--- config.mk ---
export PLATFORM = sky130hd
export DESIGN_NAME = load_use_scoreboard
export DESIGN_NICKNAME = d
export VERILOG_FILES = /design/src/rtl/load_use_scoreboard.sv
export SDC_FILE = /design/constraint.sdc
export NUM_CORES = 1
export LEC_CHECK = 0
export BUFFER_PORTS_ARGS = -buffer_cell sky130_fd_sc_hd__buf_2
export CAP_MARGIN = 10
export CORE_MARGIN = 5
export CORE_UTILIZATION = 65
export CTS_CLUSTER_SIZE = 20
export DETAILED_ROUTE_END_ITERATION = 12
export PLACE_DENSITY = 0.86
export SLEW_MARGIN = 25
export SYNTH_ARGS = -nofsm -noshare
export SYNTH_HDL_FRONTEND = slang
export SYNTH_SLANG_ARGS = --single-unit
--- constraint.sdc ---
create_clock -name clk -period 6.2 [get_ports clk]
set_input_delay 0.62 -clock clk [delete_from_list [all_inputs] [get_ports clk]]
set_output_delay 0.62 -clock clk [all_outputs]
set_load 0.01 [all_outputs]
--- src/rtl/load_use_scoreboard.sv ---
// Load-use hazard unit: a per-register countdown scoreboard for an N-wide in-order issue stage.
// Optional counters (stall_cycles, jr_count) are built when HAZARD_STALL_CNT_EN is defined.
module load_use_scoreboard #(
  parameter int ISSUE_W  = 2,
  parameter int LOAD_LAT = 1,
  parameter int CNT_W    = 3
) (
  input  logic                 clk,
  input  logic                 rst,
  input  logic [ISSUE_W-1:0]   valid_id,
  input  logic [5*ISSUE_W-1:0] rs_id,
  input  logic [5*ISSUE_W-1:0] rt_id,
  input  logic [ISSUE_W-1:0]   uses_rt_id,
  input  logic [5*ISSUE_W-1:0] dest_id,
  input  logic [ISSUE_W-1:0]   reg_write_id,
  input  logic [ISSUE_W-1:0]   mem_read_id,
  input  logic                 jr_id,
  input  logic                 flush,
  output logic                 ld_stall,
  output logic                 jr_bubble,
  output logic [31:0]          pend_mask
`ifdef HAZARD_STALL_CNT_EN
  ,
  output logic [31:0]          stall_cycles,
  output logic [15:0]          jr_count
`endif
);

  localparam logic [CNT_W-1:0] LOAD_CNT = CNT_W'(LOAD_LAT);
  localparam logic [CNT_W-1:0] ONE      = CNT_W'(1);

  logic [CNT_W-1:0] cnt_q [32];
  logic [CNT_W-1:0] cnt_d [32];
  logic [31:0]      pend;
  logic             src_pend;
  logic             issue;

  // NOTE: every variable assigned in always_comb gets a default first, so no path leaves it unassigned and no latch is inferred.
  always_comb begin
    pend = '0;
    for (int r = 1; r < 32; r++) begin
      pend[r] = (cnt_q[r] != '0);
    end
  end

  always_comb begin
    src_pend = 1'b0;
    for (int i = 0; i < ISSUE_W; i++) begin
      if (valid_id[i] &&
          (pend[rs_id[5*i +: 5]] || (uses_rt_id[i] && pend[rt_id[5*i +: 5]]))) begin
        src_pend = 1'b1;
      end
    end
    if (valid_id[0] && jr_id && pend[rs_id[4:0]]) begin
      src_pend = 1'b1;
    end
  end

  assign ld_stall  = !flush && src_pend;
  assign issue     = !ld_stall && !flush;
  assign jr_bubble = issue && valid_id[0] && jr_id;
  assign pend_mask = pend;

  // Lanes are walked oldest to youngest so the youngest writer of a register wins.
  always_comb begin
    for (int r = 0; r < 32; r++) begin
      cnt_d[r] = (cnt_q[r] != '0) ? cnt_q[r] - ONE : cnt_q[r];
    end
    if (issue) begin
      for (int i = 0; i < ISSUE_W; i++) begin
        if (valid_id[i] && reg_write_id[i]) begin
          cnt_d[dest_id[5*i +: 5]] = mem_read_id[i] ? LOAD_CNT : '0;
        end
      end
    end
    cnt_d[0] = '0;
  end

  // NOTE: this small register array is reset (unlike a RAM) because a stale count after reset would cause phantom stalls.
  // NOTE: sequential state uses non-blocking assignments so every flop samples pre-edge values.
  always_ff @(posedge clk or negedge rst) begin
    if (!rst) begin
      for (int r = 0; r < 32; r++) begin
        cnt_q[r] <= '0;
      end
    end else begin
      for (int r = 0; r < 32; r++) begin
        cnt_q[r] <= cnt_d[r];
      end
    end
  end

`ifdef HAZARD_STALL_CNT_EN
  logic [31:0] stall_cycles_q;
  logic [15:0] jr_count_q;

  always_ff @(posedge clk or negedge rst) begin
    if (!rst) begin
      stall_cycles_q <= '0;
      jr_count_q     <= '0;
    end else begin
      if (ld_stall && (stall_cycles_q != '1)) begin
        stall_cycles_q <= stall_cycles_q + 32'd1;
      end
      if (jr_bubble) begin
        jr_count_q <= jr_count_q + 16'd1;
      end
    end
  end

  assign stall_cycles = stall_cycles_q;
  assign jr_count     = jr_count_q;
`endif

endmodule

== Word-level counts from Yosys, hierarchy flattened ==
Cells that the tools add are included.

* Flip-flop bits (word level): 93
* Output and inout bits: 34
* Bits of input ports: 42
* Word-level logic and storage cells: 175

* Muxes and demuxes: 54
* Bitwise operators: 2
* Add/sub/neg operators: 31
* Magnitude comparators: 8
* Reductions and logical operators: 49

{| class="wikitable"
|+ Operator list
! kind !! number
|-
| bitwise mux 96 bit || 2
|-
| 2-to-1 mux 96 bit || 2
|-
| 2-to-1 mux 93 bit || 2
|-
| 2-to-1 mux 3 bit || 33
|-
| nonzero test 3 bit || 31
|-
| subtractor 3 x 1 -> 3 bit (second input constant) || 31
|-
| demux 3 bit (select 5 bit) || 2
|-
| less-than comparator 5 x 6 -> 1 bit (second input constant) || 4
|-
| binary-select mux 1 bit (select 5 bit) || 4
|-
| logical AND 1 bit || 14
|-
| greater-or-equal comparator 6 bit (second input constant) || 2
|-
| less-than comparator 6 x 1 -> 1 bit (second input constant) || 2
|-
| NOT 5 -> 6 bit || 2
|-
| 2-to-1 mux 1 bit || 9
|-
| logical NOT 1 bit || 2
|-
| logical OR 1 bit || 2
|}

== Logic depth before layout (Yosys ltp) ==
* Depth after elaboration: 16
* Mapped depth: 12
* Mapped depth without buffers: 10

== Least setup slack after synthesis ==
OpenSTA, ideal clock, no wires.

* Path kind: reg-to-output
* Start: register cnt_q[42] (netlist bit)
* End: output port jr_bubble
* Required time: 5.580 ns
* Buffers on the path: 1
* Path slack: 2.778 ns
* Cell stages (with the launch flop): 12
* Data arrival time: 2.802 ns
* Cells stage by stage: dfrtp_1 > inv_1 > ha_1 > nor2b_4 > inv_1 > mux4_2 > o311ai_1 > a211oi_1 > or4_4 > buf_8 > nor3_4 > and3_1

* Longest elaborated chain between the ends: 14
* Elaborated cells on any way between the ends: 24
* Classes of those cells: mux: 11; reduce/logical: 13

{| class="wikitable"
|+ Ends and longest elaborated chain
! element !! line !! RTL
|-
| start: declaration || 32 || <nowiki>logic [CNT_W-1:0] cnt_q [32];</nowiki>
|-
| start signal: indexed assignment || 88 || <nowiki>cnt_q[r] <= cnt_d[r];</nowiki>
|-
| nonzero test 3 bit * || 42 || <nowiki>pend[r] = (cnt_q[r] != '0);</nowiki>
|-
| net pend_mask[17] || 21 || <nowiki>output logic [31:0] pend_mask</nowiki>
|-
| binary-select mux 1 bit (select 5 bit) || 50 || <nowiki>(pend[rs_id[5*i +: 5]] || (uses_rt_id[i] && pend[rt_id[5*i +: 5]]))) begin</nowiki>
|-
| 2-to-1 mux 1 bit (implied by the code) || 50 ||
|-
| logical AND 1 bit || 50 ||
|-
| logical OR 1 bit || 50 ||
|-
| logical AND 1 bit || 49 || <nowiki>if (valid_id[i] &&</nowiki>
|-
| 2-to-1 mux 1 bit (2 in a row) || 49 ||
|-
| 2-to-1 mux 1 bit * || 54 || <nowiki>if (valid_id[0] && jr_id && pend[rs_id[4:0]]) begin</nowiki>
|-
| logical AND 1 bit * || 59 || <nowiki>assign ld_stall = !flush && src_pend;</nowiki>
|-
| logical NOT 1 bit * || 60 || <nowiki>assign issue = !ld_stall && !flush;</nowiki>
|-
| logical AND 1 bit * || 60 ||
|-
| logical AND 1 bit * (2 in a row) || 61 || <nowiki>assign jr_bubble = issue && valid_id[0] && jr_id;</nowiki>
|-
| end: declaration || 20 || <nowiki>output logic jr_bubble,</nowiki>
|}

The timed path passes the listed nets; every way through them passes the cells marked *. The select of a mux whose other input is x is not followed.

== Worst setup path after layout ==
* Start: register cnt_q[15] (netlist bit)
* End: output port ld_stall

* Longest elaborated chain between the ends: 10
* Elaborated cells on any way between the ends: 20
* Classes of those cells: mux: 11; reduce/logical: 9

{| class="wikitable"
|+ Ends and longest elaborated chain
! element !! line !! RTL
|-
| nonzero test 3 bit * || 42 ||
|-
| binary-select mux 1 bit (select 5 bit) || 50 ||
|-
| 2-to-1 mux 1 bit (implied by the code) || 50 ||
|-
| logical AND 1 bit || 50 ||
|-
| logical OR 1 bit || 50 ||
|-
| logical AND 1 bit || 49 ||
|-
| 2-to-1 mux 1 bit (2 in a row) || 49 ||
|-
| 2-to-1 mux 1 bit * || 54 ||
|-
| logical AND 1 bit * || 59 ||
|-
| end: declaration || 19 || <nowiki>output logic ld_stall,</nowiki>
|}

Every way passes the cells marked *; elsewhere a longest branch is shown, timed or not. The select of a mux whose other input is x is not followed.

==> flow_summary.json <==
{
  "outcome": "finished, final reports clean",
  "std_cell_rows": 40,
  "drcViolationCount": 0,
  "fin_tns_setup_ns": 0,
  "grt_overflow_total": 0,
  "core-area_um2": 12000,
  "post_cts_buffers": 0,
  "port_buffers": 74,
  "ys.warnings.count": 0,
  "synthCells": 902,
  "syn_to_final_growth_pct": 7.98,
  "routed_wl_mm": 21.9,
  "hp-class": "primary input to async pin",
  "seq_area_um2": 2330,
  "ys_ff_latch": 93,
  "final_common_cell": "nor2_1",
  "grt.total_usage_pct": 31.1,
  "antennaDiodeCount": 0,
  "synthFlopType": "dfrtp_1",
  "yosysTopAreaCell": "dfrtp_1",
  "drive_above_1_share_pct": 17.5,
  "regMostFlops": "cnt_q",
  "worst_slack_ns": 1.49,
  "num-nets-final": 1047,
  "critPathKind": "flop to output pin",
  "max_freq_mhz": 212,
  "ctsResizeCount": 0,
  "die_area_um2": 14600,
  "cp.required_ns": 5.58,
  "seq_area_frac_synth_pct": 29.1,
  "rsz0062_at_grt": "false",
  "finalHoldViolCount": 0,
  "crit_family": "compound AO/OA/AOI/OAI gates",
  "synth-edff-count": 0,
  "tightestPinTransition_ns": 1.06,
  "powerDensity_nw_per_um2": 464,
  "reg2reg_depth": 10,
  "cts_sinks": 93,
  "gp_congestion": 1.08,
  "cp_max_fo": 21,
  "cts-root-buf": "clkbuf_16",
  "hpwlAfterDp_mm": 16.7,
  "crit_path_start_kind": "flop",
  "largest_registers": "cnt_q: 93 flops",
  "drt_iter0_markers": 1002,
  "clk_latency_ns": 0.36,
  "netlist_area_um2": 7990,
  "crit_cells": 11,
  "largest_register_ffs": 93,
  "skew_ns": 0.0123,
  "finalCritPeriodShare_pct": 75.9,
  "layout_common_cells": "nor2_1, inv_1, dfrtp_1",
  "drt.antenna.violating_nets": 0,
  "synth_area_leaders": "dfrtp_1, ha_1, nor2_1, a21oi_1, mux4_2",
  "grt_pass1_wl_mm": 35.4,
  "multi_input_area_um2": 5000,
  "crit_chain": "inv_1, ha_1, nand2b_1, mux4_2, o21ai_0, a2111oi_0, a211o_2, nor2_2, buf_4, nor2_1, buf_2",
  "ir_drop_mv": 0.325,
  "first_global_vias": 6801,
  "cts_max_path_buffers": 2,
  "cts_hold_buf": 0,
  "nFillCells": 907,
  "relSlewSlack_pct": 27.7,
  "vias": 7153,
  "synth_cell_types": 70,
  "finalSetupViolations": 0,
  "path_buf_inv": 3,
  "setup.worst_path.end_class": "output pin",
  "chipHeight_um": 121,
  "grt_max_degree": 57,
  "wire_per_inst_um": 20.0,
  "async_flop_share_pct": 100,
  "max_cap_violations": 0,
  "place_ws_ns": 1.95,
  "htree_num_levels": 3,
  "ios": 76,
  "dr.pass1.iters": 7,
  "power_leakage_nw": 3.63,
  "crit_path_max_incr_delay_ns": 0.96,
  "start_util_pct": 66.5,
  "yosysTopAreaCellShare_pct": 29.1,
  "cts_tree": "built",
  "slew_violations": 0,
  "via_per_inst": 6.54,
  "synthesis.nets": 1006,
  "numCtsBuffers": 9,
  "path_clk_slew_ns": 0.07,
  "period_needed_ns": 4.71,
  "die_w_um": 121,
  "synth.avg_cell_area_um2": 8.85,
  "slowest_stage": "a2111oi_0",
  "final_util_pct": 71.8,
  "worstPathArrival_ns": 4.09,
  "antenna_found_initial": 0
}
## path summary, 6_finish.rpt
kind,to,startpoint,slack [ns]
setup / recovery,ld_stall,cnt_q[15]$_DFF_PN0_,1.49
max in group asynchronous,cnt_q[87]$_DFF_PN0_,rst,4.86
hold reg to reg,cnt_q[82]$_DFF_PN0_,cnt_q[82]$_DFF_PN0_,0.51
min in group clk,cnt_q[82]$_DFF_PN0_,cnt_q[82]$_DFF_PN0_,0.51
setup reg to reg,cnt_q[19]$_DFF_PN0_,cnt_q[15]$_DFF_PN0_,2.35
hold / removal,cnt_q[21]$_DFF_PN0_,rst,0.21
## metrics by stage
step / instances / instance area [um^2] / power, mW / hold slack, ns
final: 1094 / 8620 / 4.00 / 0.215
after CTS: 1094 / 8620 / 3.99 / 0.236
after global routing: 1094 / 8620 / 4.34 / 0.263
after global placement: 1079 / 8310 / 3.28 / 0.494
after floorplan: 902 / 7990 / 2.89 / 0.324
after detailed placement: 1079 / 8310 / 3.37 / 0.502
## metal layers
metal | share of wire (%) | vias up | track usage (%) | wire (um)
li1 | - | 3258 | - | -
met1 | 38 | 3288 | 39.7 | 8220
met2 | 45 | 498 | 48.6 | 9810
met3 | 12 | 109 | 8.84 | 2720
met4 | 5.2 | 0 | 14.9 | 1130
met5 | 0 | - | 0 | 0
## synth_stat cells (16+ instances only)
cell,count
a211oi_1,17
a21oi_1,87
clkbuf_1,26
dfrtp_1,93
ha_1,62
inv_1,99
mux2i_1,26
mux4_2,17
nand2_1,27
nand2b_1,16
nor2_1,123
nor3_1,42
o21ai_0,20
o22ai_1,24
xnor2_1,31
## final cells by class
type | count | share of cell area [%]
well taps | 147 | 2.13
multi-input cells | 657 | 58.0
clock inverters | 4 | 0.842
inverters | 103 | 4.48
repair buffers | 79 | 4.76
clock buffers | 11 | 2.82
flip-flops and latches | 93 | 27.0
## logic make-up after synthesis
group,Yosys count,share of synthesized area [%]
AO/OA/AOI/OAI,198,15.9
XOR/XNOR,31,3.40
adder cells (fa/ha/maj),62,9.71
buffers and inverters,152,8.27
flip-flops,93,29.1
multiplexers,48,9.51
other,1,0.0470
AND/OR/NAND/NOR,317,24.0
## power breakdown
| part | switching, mW | internal (mW) |
|---|---|---|
| Clock | 0.240 | 0.362 |
| Combinational | 1.27 | 0.995 |
| Sequential | 0.190 | 0.945 |
(Power assumes the default switching activity.)
